$ cat config.mk
export PLATFORM = sky130hd
export DESIGN_NAME = decode_stage
export DESIGN_NICKNAME = d
export VERILOG_FILES = /design/src/rtl/decode_stage.sv
export SDC_FILE = /design/constraint.sdc
export NUM_CORES = 1
export LEC_CHECK = 0
export CAP_MARGIN = 40
export CORE_MARGIN = 10
export CORE_UTILIZATION = 40
export CTS_CLUSTER_DIAMETER = 30
export DETAILED_ROUTE_END_ITERATION = 16
export DONT_BUFFER_PORTS = 1
export GPL_TIMING_DRIVEN = 0
export SLEW_MARGIN = 25
export SYNTH_ARGS = -nofsm -noshare
export SYNTH_HDL_FRONTEND = slang
export SYNTH_SLANG_ARGS = --single-unit
$ cat constraint.sdc
create_clock -name clk -period 8.2 [get_ports clk]
set_input_delay 0.82 -clock clk [delete_from_list [all_inputs] [get_ports clk]]
set_output_delay 0.82 -clock clk [all_outputs]
set_load 0.1 [all_outputs]
$ cat src/rtl/decode_stage.sv
// decode_stage: buffered RV64I integer-ALU decode stage.
// A small circular queue absorbs fetch bursts. The queue head is decoded and
// loaded into a registered output stage that faces execute.
module decode_stage #(
    parameter int XLEN   = 64,
    parameter int QDEPTH = 2
) (
    input  logic            clk,
    input  logic            reset,
    input  logic            in_valid,
    output logic            in_ready,
    input  logic [31:0]     in_instr,
    input  logic [XLEN-1:0] in_pc,
    input  logic            flush,
    output logic            out_valid,
    input  logic            out_ready,
    output logic [XLEN-1:0] out_pc,
    output logic [3:0]      out_op,
    output logic [2:0]      out_alufunc,
    output logic            out_regwrite,
    output logic [4:0]      out_rs1,
    output logic [4:0]      out_rs2,
    output logic [4:0]      out_rd,
    output logic [XLEN-1:0] out_imm,
    output logic            out_src1_pc,
    output logic            out_src2_imm,
    output logic            out_illegal
);
    localparam int PW = $clog2(QDEPTH);
    localparam int CW = PW + 1;

    localparam logic [3:0] OP_UNKNOWN = 4'd0, OP_ADDI = 4'd1, OP_XORI = 4'd2,
                           OP_ORI = 4'd3, OP_ANDI = 4'd4, OP_LUI = 4'd5,
                           OP_AUIPC = 4'd6, OP_ADD = 4'd7, OP_SUB = 4'd8,
                           OP_XOR = 4'd9, OP_OR = 4'd10, OP_AND = 4'd11;
    localparam logic [2:0] ALU_ADD = 3'd0, ALU_SUB = 3'd1, ALU_XOR = 3'd2,
                           ALU_OR = 3'd3, ALU_AND = 3'd4;

    logic [XLEN-1:0] pc_mem    [QDEPTH];
    logic [31:0]     instr_mem [QDEPTH];
    logic [PW-1:0]   head_q, tail_q;
    logic [CW-1:0]   count_q;
    logic            valid_q;

    logic            push, pop;
    logic [31:0]     hd;

    logic [3:0]      op_d, op_q;
    logic [2:0]      alu_d, alu_q;
    logic            rw_d, rw_q;
    logic [4:0]      rs1_d, rs1_q, rs2_d, rs2_q, rd_d, rd_q;
    logic [XLEN-1:0] imm_d, imm_q, pc_q;
    logic            s1pc_d, s1pc_q, s2imm_d, s2imm_q, ill_d, ill_q;
    logic            legal;

    // No same-cycle pop bypass: readiness depends only on registered occupancy.
    assign in_ready = !reset && !flush && (count_q < CW'(QDEPTH));
    assign push     = in_valid && in_ready;
    assign pop      = (count_q != '0) && (!valid_q || out_ready);
    assign hd       = instr_mem[head_q];

    // Decode the queue head; unsupported encodings collapse to an all-zero illegal record.
    always_comb begin
        op_d    = OP_UNKNOWN;
        alu_d   = ALU_ADD;
        rs1_d   = 5'd0;
        rs2_d   = 5'd0;
        rd_d    = hd[11:7];
        imm_d   = '0;
        s1pc_d  = 1'b0;
        s2imm_d = 1'b0;
        legal   = 1'b0;
        case (hd[6:0])
            7'b0010011: begin
                legal   = 1'b1;
                rs1_d   = hd[19:15];
                imm_d   = {{(XLEN-12){hd[31]}}, hd[31:20]};
                s2imm_d = 1'b1;
                case (hd[14:12])
                    3'b000:  begin op_d = OP_ADDI; alu_d = ALU_ADD; end
                    3'b100:  begin op_d = OP_XORI; alu_d = ALU_XOR; end
                    3'b110:  begin op_d = OP_ORI;  alu_d = ALU_OR;  end
                    3'b111:  begin op_d = OP_ANDI; alu_d = ALU_AND; end
                    default: legal = 1'b0;
                endcase
            end
            7'b0110011: begin
                legal = 1'b1;
                rs1_d = hd[19:15];
                rs2_d = hd[24:20];
                case ({hd[31:25], hd[14:12]})
                    {7'b0000000, 3'b000}: begin op_d = OP_ADD; alu_d = ALU_ADD; end
                    {7'b0100000, 3'b000}: begin op_d = OP_SUB; alu_d = ALU_SUB; end
                    {7'b0000000, 3'b100}: begin op_d = OP_XOR; alu_d = ALU_XOR; end
                    {7'b0000000, 3'b110}: begin op_d = OP_OR;  alu_d = ALU_OR;  end
                    {7'b0000000, 3'b111}: begin op_d = OP_AND; alu_d = ALU_AND; end
                    default: legal = 1'b0;
                endcase
            end
            7'b0110111, 7'b0010111: begin
                legal   = 1'b1;
                imm_d   = {{(XLEN-32){hd[31]}}, hd[31:12], 12'b0};
                s2imm_d = 1'b1;
                s1pc_d  = hd[5] ? 1'b0 : 1'b1;
                op_d    = hd[5] ? OP_LUI : OP_AUIPC;
            end
            default: legal = 1'b0;
        endcase
        if (!legal) begin
            op_d    = OP_UNKNOWN;
            alu_d   = ALU_ADD;
            rs1_d   = 5'd0;
            rs2_d   = 5'd0;
            rd_d    = 5'd0;
            imm_d   = '0;
            s1pc_d  = 1'b0;
            s2imm_d = 1'b0;
        end
        rw_d  = legal && (rd_d != 5'd0);
        ill_d = !legal;
    end

    // Queue storage; push is already suppressed during reset and flush.
    always_ff @(posedge clk) begin
        if (push) begin
            pc_mem[tail_q]    <= in_pc;
            instr_mem[tail_q] <= in_instr;
        end
    end

    // Queue pointers, occupancy and output-valid; reset and flush win over traffic.
    always_ff @(posedge clk) begin
        if (reset || flush) begin
            head_q  <= '0;
            tail_q  <= '0;
            count_q <= '0;
            valid_q <= 1'b0;
        end else begin
            if (push) tail_q <= tail_q + PW'(1);
            if (pop)  head_q <= head_q + PW'(1);
            count_q <= count_q + CW'(push) - CW'(pop);
            if (pop)            valid_q <= 1'b1;
            else if (out_ready) valid_q <= 1'b0;
        end
    end

    // Output register: cleared on reset, loaded with the decoded head on pop, held otherwise.
    always_ff @(posedge clk) begin
        if (reset) begin
            pc_q    <= '0;
            op_q    <= '0;
            alu_q   <= '0;
            rw_q    <= 1'b0;
            rs1_q   <= '0;
            rs2_q   <= '0;
            rd_q    <= '0;
            imm_q   <= '0;
            s1pc_q  <= 1'b0;
            s2imm_q <= 1'b0;
            ill_q   <= 1'b0;
        end else if (pop && !flush) begin
            pc_q    <= pc_mem[head_q];
            op_q    <= op_d;
            alu_q   <= alu_d;
            rw_q    <= rw_d;
            rs1_q   <= rs1_d;
            rs2_q   <= rs2_d;
            rd_q    <= rd_d;
            imm_q   <= imm_d;
            s1pc_q  <= s1pc_d;
            s2imm_q <= s2imm_d;
            ill_q   <= ill_d;
        end
    end

    assign out_valid    = valid_q;
    assign out_pc       = pc_q;
    assign out_op       = op_q;
    assign out_alufunc  = alu_q;
    assign out_regwrite = rw_q;
    assign out_rs1      = rs1_q;
    assign out_rs2      = rs2_q;
    assign out_rd       = rd_q;
    assign out_imm      = imm_q;
    assign out_src1_pc  = s1pc_q;
    assign out_src2_imm = s2imm_q;
    assign out_illegal  = ill_q;
endmodule

Word level (Yosys, flattened, before mapping)
Memories as Yosys holds them, arrays and structs flattened. A register that Yosys moved wholly into a read port is not among the register bits.
Cells that the tools add are included.

storage, ports and cells
  bits in writable memories = 192
  memories = 2
  register bits after elaboration = 95

memory list
  name       depth  width  read ports  clocked after memory_dff  wr ports  RTL line  RTL
  pc_mem     2      64     1           1                         1         39        logic [XLEN-1:0] pc_mem [QDEPTH];
  instr_mem  2      32     1           1                         1         40        logic [31:0] instr_mem [QDEPTH];

operators by class
  eq/ne operators = 11
  add/sub/neg operators = 4
  mux-type cells = 30
  reductions and logical operators = 22
  magnitude comparators = 1

operators by type and width
  kind                                                              count
  64-bit case mux with 2 select lines                               1
  64-bit 2-to-1 mux                                                 1
  10-bit by 3-bit == test with 1-bit output, second input constant  3
  5-bit 2-to-1 mux                                                  5
  3-bit case mux with 4 select lines                                2
  4-bit case mux with 5 select lines                                1
  7-bit by 5-bit == test with 1-bit output, second input constant   2
  7-bit by 6-bit == test with 1-bit output, second input constant   2
  1-bit 2-to-1 mux                                                  13
  4-bit case mux with 3 select lines                                1
  10-bit by 9-bit == test with 1-bit output, second input constant  1
  10-bit zero test                                                  1
  3-bit == test, second input constant                              3
  3-bit case mux with 3 select lines                                1
  1-bit logical AND                                                 6
  3-bit case mux with 2 select lines                                1
  5-bit nonzero test                                                1
  5-bit OR reduction                                                1
  1-bit zero test                                                   4
  4-bit 2-to-1 mux                                                  1
  2-bit nonzero test                                                2
  2-bit OR reduction                                                2
  4-bit OR reduction                                                1
  3-bit zero test                                                   1
  other kinds (9)                                                   11

Longest topological paths before layout
Gate-level depths: netlist of run 1.

  depth after elaboration = 7
  mapped depth = 11

Least setup slack after synthesis of run 1
OpenSTA, ideal clock, no wires.

  path type = in2reg
  start = input reset
  end = memory instr_mem[0][0], enable pin
  arrival = 7.135 ns
  data required time = 7.648 ns
  path buffers = 2
  setup slack = 0.513 ns
  cell stages on the path = 6
  cells stage by stage = clkbuf_1 -> or2_2 -> clkbuf_1 -> nor2_1 -> nand2_1 -> nor2_1

on the way
  cells in the longest elaborated chain, start to end = 6

RTL lines
  item                                    RTL line  RTL
  from (decl)                             9         input logic reset,
  1-bit zero test                         57        assign in_ready = !reset && !flush && (count_q < CW'(QDEPTH));
  1-bit logical AND (2 in a row)          57
  net in_ready                            11        output logic in_ready,
  1-bit logical AND                       58        assign push = in_valid && in_ready;
  1-bit 2-to-1 mux                        125       if (push) begin
  1-bit 2-to-1 mux (not written as such)  127       instr_mem[tail_q] <= in_instr;
  to (decl)                               40

The timed path passes the listed nets, and every way through them passes these cells.

Final worst setup path of run 1
  start = input reset
  end = memory pc_mem[0][3], enable pin

on the way
  cells in the longest elaborated chain, start to end = 6

RTL lines
  item                                    RTL line  RTL
  1-bit zero test                         57
  1-bit logical AND (2 in a row)          57
  net in_ready                            11
  1-bit logical AND                       58
  1-bit 2-to-1 mux                        125
  1-bit 2-to-1 mux (not written as such)  126       pc_mem[tail_q] <= in_pc;
  to (decl)                               39

The timed path passes the listed nets, and every way through them passes these cells.

==> impl_results.md, run 1 <==
* Routability Congestion at 0.8189
* Max Clock Freq at 316.1 MHz
* CP max FO at 19
* Clock transition at path regs at 0.05 ns
* Crit path arrival time at between 3 and 4 ns
* Initial Util at 40.56%
* Max cap viols at 0
* Antenna violations before repair at 1
* Design area at 0.01798 mm²
* 1st-iter DRT viols at 300
* Port Buffer Count at 0
* Drc violations at 0
* # rows at 63
* Setup Viol. Count Final at 0
* Via count at 7809
* First-pass GRT wire length at 50.69 mm
* PwrDens at 269.7 mW/mm²
* Core area at between 0.02 and 0.03 mm²
* Fin crit period at 3.164 ns
* Synth unique cells at between 50 and 60
* Register area share after synthesis at slightly below 70%
* Status: complete, no violations
* Hold Path Class: in2reg
* Crit. End Element: flip-flop
* Root buf cell: clkbuf_16
* Post-synth top cells: edfxtp_1, dfxtp_1, nor2_1
* Clk sink count at 320
* Max-slew violations at 0
* CTS max path bufs at 3
* Slew HR at between 40% and 50%
* Leak pwr at ~6.2 nW
* WL final at 32.96 mm
* Ys Warns at 0
* #FFs+latches synth at 320
* Vias in the first global route at 8413
* Total power at 4.849 mW
* Post-synth top area cell: edfxtp_1
* Synth Area per Inst at 13.71 µm²
* Startpoint Class: input pin
* Die area at 0.03739 mm²
* Aggregate global routing overflow at 0
* Main synth FF type: edfxtp_1
* Global-route usage over all layers at between 10% and 20%
* CTS Hold Bufs at 0
* Fillers at 2142
* Largest net degree at the start of global routing at 47
* Fin util at 60.66%
* DR pass1 iterations at 4
* Routed len/inst at roughly 22 µm
* Number of synthesized flops with an enable pin at 192
* CTS tree: done
* Cells after Synth at 877
* Req. time, crit path at 8.42 ns
* DR vias/cell at 5.131
* TritonCTS buffer count at 66
* Worst clock skew at 0.03035 ns
* Area grow syn2layout at 49.56%
* Async set-or-reset flop fraction in the synthesized netlist at 0%
* Final hold slack at about 0.37 ns
* Post-CTS Setup Bufs at 0
* Crit Path Category: in2reg
* Setup slack after layout at just over 5 ns
* RSZ-0062 raised after global routing: false
* Area fraction of the dominant cell type after synthesis at 47.96%
* Post-route ant nets at 0
* VDD IR-drop max at 0.0001944 V
* DP Area at 0.01573 mm²
* Placed insts at 1400
* Mapped Nets at 980
* Worst-Margin Slew at 0.8162 ns
* Die Y at 193.4 µm
* Post-cts resize count at 0
* Layout cell share with drive strength beyond 1 at between 20 and 30%
* H-tree depth at 3
* HPWL Detailed at 23.97 mm
* Final hold violation count at 0
* Total Nets Final at 1182
* Pre-CTS worst setup slack at around 4.5 ns
* Most frequent cell after synthesis: edfxtp_1
* Die W at around 190 µm
* Mapped Area at 0.01202 mm²
* Clock Latency Late Sink at 0.54 ns
* I/O pin total at 257
* Final worst-path cycle share at 38.58%
* Post-Layout Cell Count at 1522
* Synth area leaders: edfxtp_1, dfxtp_1, mux2i_1
* TNS Setup at 0 ns
==> state kept, by name, indices dropped and copies added, names as in the netlist, 2 cells and up, named ones only <==
| signal | flops |
|---|---|
| out_op | 4 |
| out_alufunc | 3 |
| out_rd | 5 |
| out_pc | 64 |
| count_q | 2 |
| instr_mem | 64 |
| out_imm | 32 |
| out_rs1 | 5 |
| out_rs2 | 5 |
| pc_mem | 128 |
==> worst paths after layout <==
kind	startpoint	to	slack (ns)	depth (start not counted)
min	in_pc[32]	pc_mem[1][32]	0.37	0
max	reset	pc_mem[0][3]	5.04	8
max reg2reg	count_q[1]	pc_mem[0][3]	5.72	5
min reg2reg	out_imm[22]	out_imm[22]	0.48	2
==> worst max-delay path, cell delays in order <==
cell and delay [ns]:
clkbuf_1 0.21, or2_2 0.33, clkbuf_1 0.21, nor2_4 0.58, nand2_1 0.30, nor2_4 0.50, buf_16 0.23, buf_16 0.18
==> final cells by class <==
class / count / area, µm² / area share (%)
Tap cell: 390 / 488.0 / 2.714
Sequential cell: 320 / 8329 / 46.33
Inverter: 4 / 15.01 / 0.08351
Clock inverter: 33 / 459.2 / 2.554
Buffer: 83 / 490.5 / 2.728
Multi-Input combinational cell: 470 / 3208 / 17.84
Clock buffer: 86 / 1777 / 9.882
Timing Repair Buffer: 134 / 3208 / 17.84
Antenna cell: 2 / 5.005 / 0.02784
==> placed cells by master, fill, tap and decap left out, drive strengths merged, types with 4 or more instances in the layout <==
master | netlist | layout
inv | 4 | 11
o21ai | 36 | 36
nor3 | 18 | 18
nor4 | 9 | 9
bufinv | 0 | 8
clkinv | 0 | 15
buf | 52 | 186
or2 | 6 | 6
mux2 | 11 | 11
dfxtp | 128 | 128
a211oi | 66 | 66
xnor2 | 4 | 4
edfxtp | 192 | 192
nor2 | 93 | 93
clkbuf | 31 | 117
mux2i | 84 | 84
o31ai | 10 | 10
nand3 | 9 | 9
a21oi | 27 | 27
nand2 | 59 | 59
nor2b | 4 | 4
==> layer usage <==
layer	up-vias	GRT usage, %	part of all wire, %
met4	0	6.867	2.4
met5	-	0	0
met1	3780	17.68	36
li1	3641	-	-
met2	330	29.96	52
met3	58	7.607	9.4
==> where the power goes <==
group	internal (mW)	switching [mW]
combinational	0.159	0.272
clock	1.79	0.838
sequential	1.75	0.0391
==> cell families after synthesis <==
logic type                 synth area share, %
DFF                                      69.28
and+or+nand+nor                          8.608
AOI/OAI and AO/OA                        9.076
muxes                                    8.191
buffers and inverters                    4.205
xor gates and xnor gates                0.4371
adders and majority gates               0.2081
No activity file was read; power rests on OpenSTA's default activity.
==> run 2: changes to the inputs <==
==> constraint.sdc (replaced) <==
create_clock -name clk -period 3.1 [get_ports clk]
set_input_delay 0.31 -clock clk [delete_from_list [all_inputs] [get_ports clk]]
set_output_delay 0.31 -clock clk [all_outputs]
set_load 0.1 [all_outputs]
==> impl_results.md, run 2 (same netlist as run 1, synthesis figures left out) <==
* Status: complete, no violations (unchanged)
* Die W at 193.4 µm (unchanged)
* Port Buffer Count at 0 (unchanged)
* Req. time, crit path at 3.31 ns (was 8.42 ns)
* Initial Util at 40.56% (unchanged)
* Max cap viols at 0 (unchanged)
* Worst-Margin Slew at 0.7918 ns (was 0.8162 ns)
* First-pass GRT wire length at 53.86 mm (was 50.69 mm)
* RSZ-0062 raised after global routing: false (unchanged)
* Reg-to-Reg End: pc_mem[1][1] (was pc_mem[0][3])
* Die Y at 193.4 µm (unchanged)
* Post-CTS Setup Bufs at 0 (unchanged)
* H-tree depth at 3 (unchanged)
* CTS Hold Bufs at 96 (was 0)
* Die area at 0.03739 mm² (unchanged)
* Clock transition at path regs at 0.04 ns (was 0.05 ns)
* WL final at 34.71 mm (was 32.96 mm)
* Routability Congestion at 0.8605 (was 0.8189)
* Most Crowded Layer GR: met2 (unchanged)
* DR pass1 iterations at 5 (was 4)
* Crit. End Element: flip-flop (unchanged)
* Largest register FFs at 128 (unchanged)
* WHS Path Cells at 3 (was 0)
* CTS tree: done (unchanged)
* Crit Path Category: reg2reg (was in2reg)
* Worst-case reg-to-reg path depth at 4 (was 5)
* Final hold slack at 0.09347 ns (was 0.3729 ns)
* Sequential share of power at 36.5% (was 36.9%)
* VDD IR-drop max at 0.0005360 V (was 0.0001944 V)
* HPWL Detailed at 23.63 mm (was 23.97 mm)
* DR vias/cell at 5.074 (was 5.131)
* Slew HR at 47.21% (was 45.59%)
* Clk sink count at 320 (unchanged)
* # rows at 63 (unchanged)
* Root buf cell: clkbuf_16 (unchanged)
* Fillers at 2036 (was 2142)
* Final worst-path cycle share at 78.81%
* Met3 Usage GRT at 6.259% (was 7.607%)
* Setup Viol. Count Final at 0 (unchanged)
* Layout cell share with drive strength beyond 1 at 28.37% (was 29.73%)
* Commonest non-fill, non-tap cells in the layout: edfxtp_1, dfxtp_1, dlygate4sd3_1, nor2_1, buf_16 (was edfxtp_1, dfxtp_1, buf_16, nor2_1, mux2i_1)
* Core area at 0.02964 mm² (unchanged)
* Antenna violations before repair at 3 (was 1)
* Power share of the clock group at 53.7% (was 54.2%)
* Drc violations at 0 (unchanged)
* Power Internal at 9.787 mW (was 3.700 mW)
* Max Clock Freq at roughly 410 MHz
* PwrDens at 685.9 mW/mm² (was 269.7 mW/mm²)
* Most common cell after layout, fill and taps aside: edfxtp_1 (unchanged)
* Setup slack after layout at 0.6569 ns (was 5.036 ns)
* Post-route ant nets at 0 (unchanged)
* Aggregate global routing overflow at 0 (unchanged)
* Global-route usage over all layers at 18.15% (was 17.19%)
* Area grow syn2layout at 57.16% (was 49.56%)
* Via count at 8235 (was 7809)
* Worst clock skew at 0.03614 ns (was 0.03035 ns)
* Crit path arrival time at 2.66 ns (was 3.39 ns)
* Met2 GRT Util at 32.52% (was 29.96%)
* Startpoint Class: flip-flop (was input pin)
* Combinational Power Share at 9.8% (was 8.9%)
* I/O pin total at 257 (unchanged)
* Max-slew violations at 0 (unchanged)
* 1st-iter DRT viols at 496 (was 300)
* Routed len/inst at 21.39 µm (was 21.65 µm)
* Hold Path Class: in2reg (unchanged)
* GRT met1 Usage at 19.39% (was 17.68%)
* Worst r2r src: count_q[1] (unchanged)
* Hold Crit Endpoint: out_valid (was pc_mem[1][32])
* CTS max path bufs at 3 (unchanged)
* Leak pwr at 6.619 nW (was 6.223 nW)
* Post-cts resize count at 0 (unchanged)
* Pre-CTS worst setup slack at 0.1453 ns (was 4.507 ns)
* Final hold violation count at 0 (unchanged)
* Switch share at 24.48% (was 23.69%)
* Vias in the first global route at 9089 (was 8413)
* Switching power at 3.172 mW (was 1.149 mW)
* TritonCTS buffer count at 66 (unchanged)
* Largest net degree at the start of global routing at 40 (was 47)
* Total Nets Final at 1280 (was 1182)
* Fin crit period at around 2.4 ns
* Hold Startpoint: out_ready (was in_pc[32])
* Clock Latency Late Sink at 0.55 ns (was 0.54 ns)
* Flop-to-flop setup slack at 0.66 ns (was 5.72 ns)
* CP max FO at 39 (was 19)
* Register with the most flip-flops: pc_mem (unchanged)
## run 2: layout make-up
type / instances / area (µm²) / area share [%]
diodes: 3 / 7.507 / 0.03974
plain buffers: 83 / 521.8 / 2.762
clock buffers: 87 / 1854 / 9.815
clock inverters: 34 / 385.4 / 2.040
inverters: 4 / 15.01 / 0.07947
multi-input cells: 470 / 3213 / 17.01
flip-flops and latches: 320 / 8329 / 44.09
well taps: 390 / 488.0 / 2.583
repair buffers: 232 / 4079 / 21.59
## run 2: critical path, cell delays in order (launching register included)
cell and delay [ns]:
dfxtp_1 0.36, nor2_4 0.55, and3_4 0.59, buf_12 0.30
buf_12 0.25
## run 2: how the worst max path moves through the flow
stage	cells after the start	to	from	slack [ns]
after floorplan	6	instr_mem[0][0]	reset	-0.31
after global routing	8	out_rs2[0]	out_valid	0.55
final	4	pc_mem[1][1]	count_q[1]	0.66
after global placement	6	pc_mem[0][2]	reset	-1.36
after detailed placement	7	pc_mem[1][9]	reset	0.15
after CTS	6	out_pc[25]	count_q[1]	0.43
## run 2: power groups by stage
stage                     clock network (mW)  registers [mW]  logic, mW
after floorplan                            0            5.16      0.310
after global placement                     0            5.19      0.410
after detailed placement                   0            4.81       1.14
after CTS                               7.03            4.73       1.27
after global routing                    7.31            4.74       1.32
final                                   6.96            4.73       1.26
## run 2: metrics by stage
step,total power [mW],TNS (ns),util (%),area (µm²),instances
after CTS,13.03,0,63.63,18860,1617
after floorplan,5.466,-32.29,-,12070,877
after detailed placement,5.945,0,52.83,15660,1400
final,12.96,0,63.75,18890,1623
after global routing,13.37,0,63.74,18890,1622
after global placement,5.599,-219.73,42.38,12560,1267
## run 2: metal layers
metal	part of all wire [%]	vias up
li1	-	3839
met1	38	3993
met2	52	327
met3	7.1	76
met4	2.7	0
met5	0	-
==> run 3: changes to the inputs <==
==> constraint.sdc (replaced) <==
create_clock -name clk -period 2.1 [get_ports clk]
set_input_delay 0.21 -clock clk [delete_from_list [all_inputs] [get_ports clk]]
set_output_delay 0.21 -clock clk [all_outputs]
set_load 0.1 [all_outputs]
==> impl_results.md, run 3 (same netlist as run 1, synthesis figures left out) <==
* Crit Path Category: reg2reg (unchanged)
* Die Y at 193.4 µm (unchanged)
* Vias in the first global route at 9192 (was 9089)
* RSZ-0062 raised after global routing: true (was false)
* Power Internal at 15.59 mW (was 9.787 mW)
* Core area at 0.02964 mm² (unchanged)
* Total Nets Final at 1309 (was 1280)
* Final worst-path cycle share at 101.2% (was 78.81%)
* Drc violations at 0 (unchanged)
* Total power at 20.52 mW (was 12.96 mW)
* CTS max path bufs at 3 (unchanged)
* Clock Latency Late Sink at 0.56 ns (was 0.55 ns)
* PwrDens at 1042 mW/mm² (was 685.9 mW/mm²)
* Max stage delay on crit path at 0.59 ns (about the same)
* Switching power at 4.927 mW (was 3.172 mW)
* FF/Latch Area at 0.008338 mm² (was 0.008329 mm²)
* Met3 Usage GRT at 6.120% (was 6.259%)
* Routability Congestion at 0.8393 (was 0.8605)
* CTS tree: done (unchanged)
* Fillers at 1953 (was 2036)
* H-tree depth at 3 (unchanged)
* Ordered list of cells on the worst path: nor2_4, nand2_4, buf_6, ha_4, inv_4, ha_4, xor2_2, xnor2_1, nor2_1 (was nor2_4, and3_4, buf_12, buf_12)
* Switch share at 24.01% (was 24.48%)
* 1st-iter DRT viols at 504 (was 496)
* VDD IR-drop max at 0.0009770 V (was 0.0005360 V)
* DR vias/cell at 5.142 (was 5.074)
* DP Area at 0.01569 mm² (was 0.01566 mm²)
* Sequential share of power at 34.1% (was 36.5%)
* Root buf cell: clkbuf_16 (unchanged)
* Worst-Margin Slew at 0.7742 ns (was 0.7918 ns)
* Most Crowded Layer GR: met2 (unchanged)
* Antenna violations before repair at 3 (unchanged)
* Worst clock skew at 0.01949 ns (was 0.03614 ns)
* WP buf/inv at 2 (unchanged)
* Leak pwr at 6.999 nW (was 6.619 nW)
* Setup Viol. Count Final at 1 (was 0)
* Pre-CTS worst setup slack at -0.8633 ns (was 0.1453 ns)
* Met2 GRT Util at 34.48% (was 32.52%)
* WL final at 37.11 mm (was 34.71 mm)
* Area grow syn2layout at 63.83% (was 57.16%)
* Initial Util at 40.56% (unchanged)
* Largest net degree at the start of global routing at 47 (was 40)
* Crit path top cell by count: ha_4 (was buf_12)
* TritonCTS buffer count at 70 (was 66)
* Top delay family on crit path: simple AND/OR/NAND/NOR gates (unchanged)
* Crit. End Element: flip-flop (unchanged)
* GRT met1 Usage at 19.75% (was 19.39%)
* # rows at 63 (unchanged)
* Clk sink count at 320 (unchanged)
* CP max FO at 4 (was 39)
* Combinational Power Share at 9.6% (was 9.8%)
* Post-route ant nets at 0 (unchanged)
* Max-slew violations at 0 (unchanged)
* Final hold slack at 0.08324 ns (was 0.09347 ns)
* DR pass1 iterations at 4 (was 5)
* Layout cell share with drive strength beyond 1 at 32.44% (was 28.37%)
* Req. time, crit path at 2.54 ns (was 3.31 ns)
* Port Buffer Count at 0 (unchanged)
* Commonest non-fill, non-tap cells in the layout: edfxtp_1, dfxtp_1, dlygate4sd3_1, buf_16, nor2_1 (was edfxtp_1, dfxtp_1, dlygate4sd3_1, nor2_1, buf_16)
* Largest register FFs at 128 (unchanged)
* HPWL Detailed at 23.77 mm (was 23.63 mm)
* Setup slack after layout at -0.02478 ns (was 0.6569 ns)
* Via count at 8521 (was 8235)
* TNS Setup at -0.02478 ns (was 0 ns)
* Die area at 0.03739 mm² (unchanged)
* Area of the multi-input gates at 0.003346 mm² (was 0.003213 mm²)
* Final hold violation count at 0 (unchanged)
* Slew HR at 48.38% (was 47.21%)
* Routed len/inst at 22.39 µm (was 21.39 µm)
* First-pass GRT wire length at 56.06 mm (was 53.86 mm)
* Register with the most flip-flops: pc_mem (unchanged)
* Die W at 193.4 µm (unchanged)
* Global-route usage over all layers at 19.08% (was 18.15%)
* Most common cell after layout, fill and taps aside: edfxtp_1 (unchanged)
* Power share of the clock group at 56.3% (was 53.7%)
* Max Clock Freq at 470.6 MHz (was 409.3 MHz)
* Crit-path slowest cell: nor2_4 (was and3_4)
* Startpoint Class: flip-flop (unchanged)
* Status: finished with violations (was complete, no violations)
* Max cap viols at 0 (unchanged)
* Clock transition at path regs at 0.05 ns (was 0.04 ns)
* I/O pin total at 257 (unchanged)
* Design area at 0.01970 mm² (was 0.01889 mm²)
* Hold Path Class: in2reg (unchanged)
* Aggregate global routing overflow at 0 (unchanged)
* Crit path arrival time at 2.57 ns (was 2.66 ns)
* Fin crit period at 2.125 ns (was 2.443 ns)
* Violated checks: negative setup slack
## run 3: cell types whose count changed in the layout (fill, tap and decap cells not counted), sizes merged
| cell | before | now |
|---|---|---|
| buf | 188 | 203 |
| bufinv | 5 | 12 |
| clkinvlp | 6 | 9 |
| and3 | 1 | 2 |
| dlygate4sd3 | 96 | 102 |
| clkbuf | 118 | 120 |
| inv | 12 | 9 |
| bufbuf | 0 | 1 |
| clkinv | 15 | 17 |
## run 3: worst paths after layout
| check | endpoint | depth (start not counted) | startpoint | slack (ns) |
|---|---|---|---|---|
| setup / recovery | count_q[1] | 9 | count_q[1] | -0.02 |
| hold / removal | out_imm[7] | 4 | reset | 0.08 |
| setup reg to reg | count_q[1] | 9 | count_q[1] | -0.02 |
| hold reg to reg | out_imm[4] | 2 | out_imm[4] | 0.47 |
## run 3: power groups by stage
stage | registers (mW) | logic, mW | clock network (mW)
2_1_floorplan | 7.61 | 0.465 | 0
3_3_place_gp | 7.66 | 0.612 | 0
3_5_place_dp | 7.11 | 1.68 | 0
4_1_cts | 7.00 | 1.93 | 11.6
5_1_grt | 7.01 | 2.05 | 12.0
6_report | 7.00 | 1.96 | 11.6
## run 3: worst register-to-register path: cells and delay by family (launching register included)
| kind | cells | cell delay (ns) |
|---|---|---|
| flops | 1 | 0.35 |
| buf+inv | 2 | 0.20 |
| fa+ha+maj | 2 | 0.41 |
| xor+xnor | 2 | 0.29 |
| simple gates | 3 | 0.77 |
## run 3: through the flow
stage	utilization (%)	std cells
floorplan	-	877
global placement	42.50	1267
detailed placement	52.94	1398
CTS	65.73	1644
global route	66.43	1655
finish	66.45	1657
## run 3: cell type report
cell class	count	area share (%)
tap	390	2.478
clock inverter	43	3.164
buffer	83	2.852
inverter	4	0.08894
timing repair buffer	256	22.41
antenna	3	0.03812
multi-input combinational	471	16.99
sequential	320	42.34
clock buffer	87	9.644
## run 3: timing repair
item / 4_1_cts / 5_1_grt
hold buffers: 102 / 0
resized for setup: 23 / 36
hold endpoints to repair: 199 / 0
pin swaps: 7 / 10
setup endpoints to repair: 274 / 113
setup buffers: 10 / 9
gates cloned: 4 / 1
## run 3: routing by layer
| layer | routed length (µm) | part of all wire [%] |
|---|---|---|
| met2 | 19530 | 53 |
| met4 | 1332 | 3.6 |
| met5 | 21 | 0.057 |
| met3 | 2386 | 6.4 |
| met1 | 13830 | 37 |
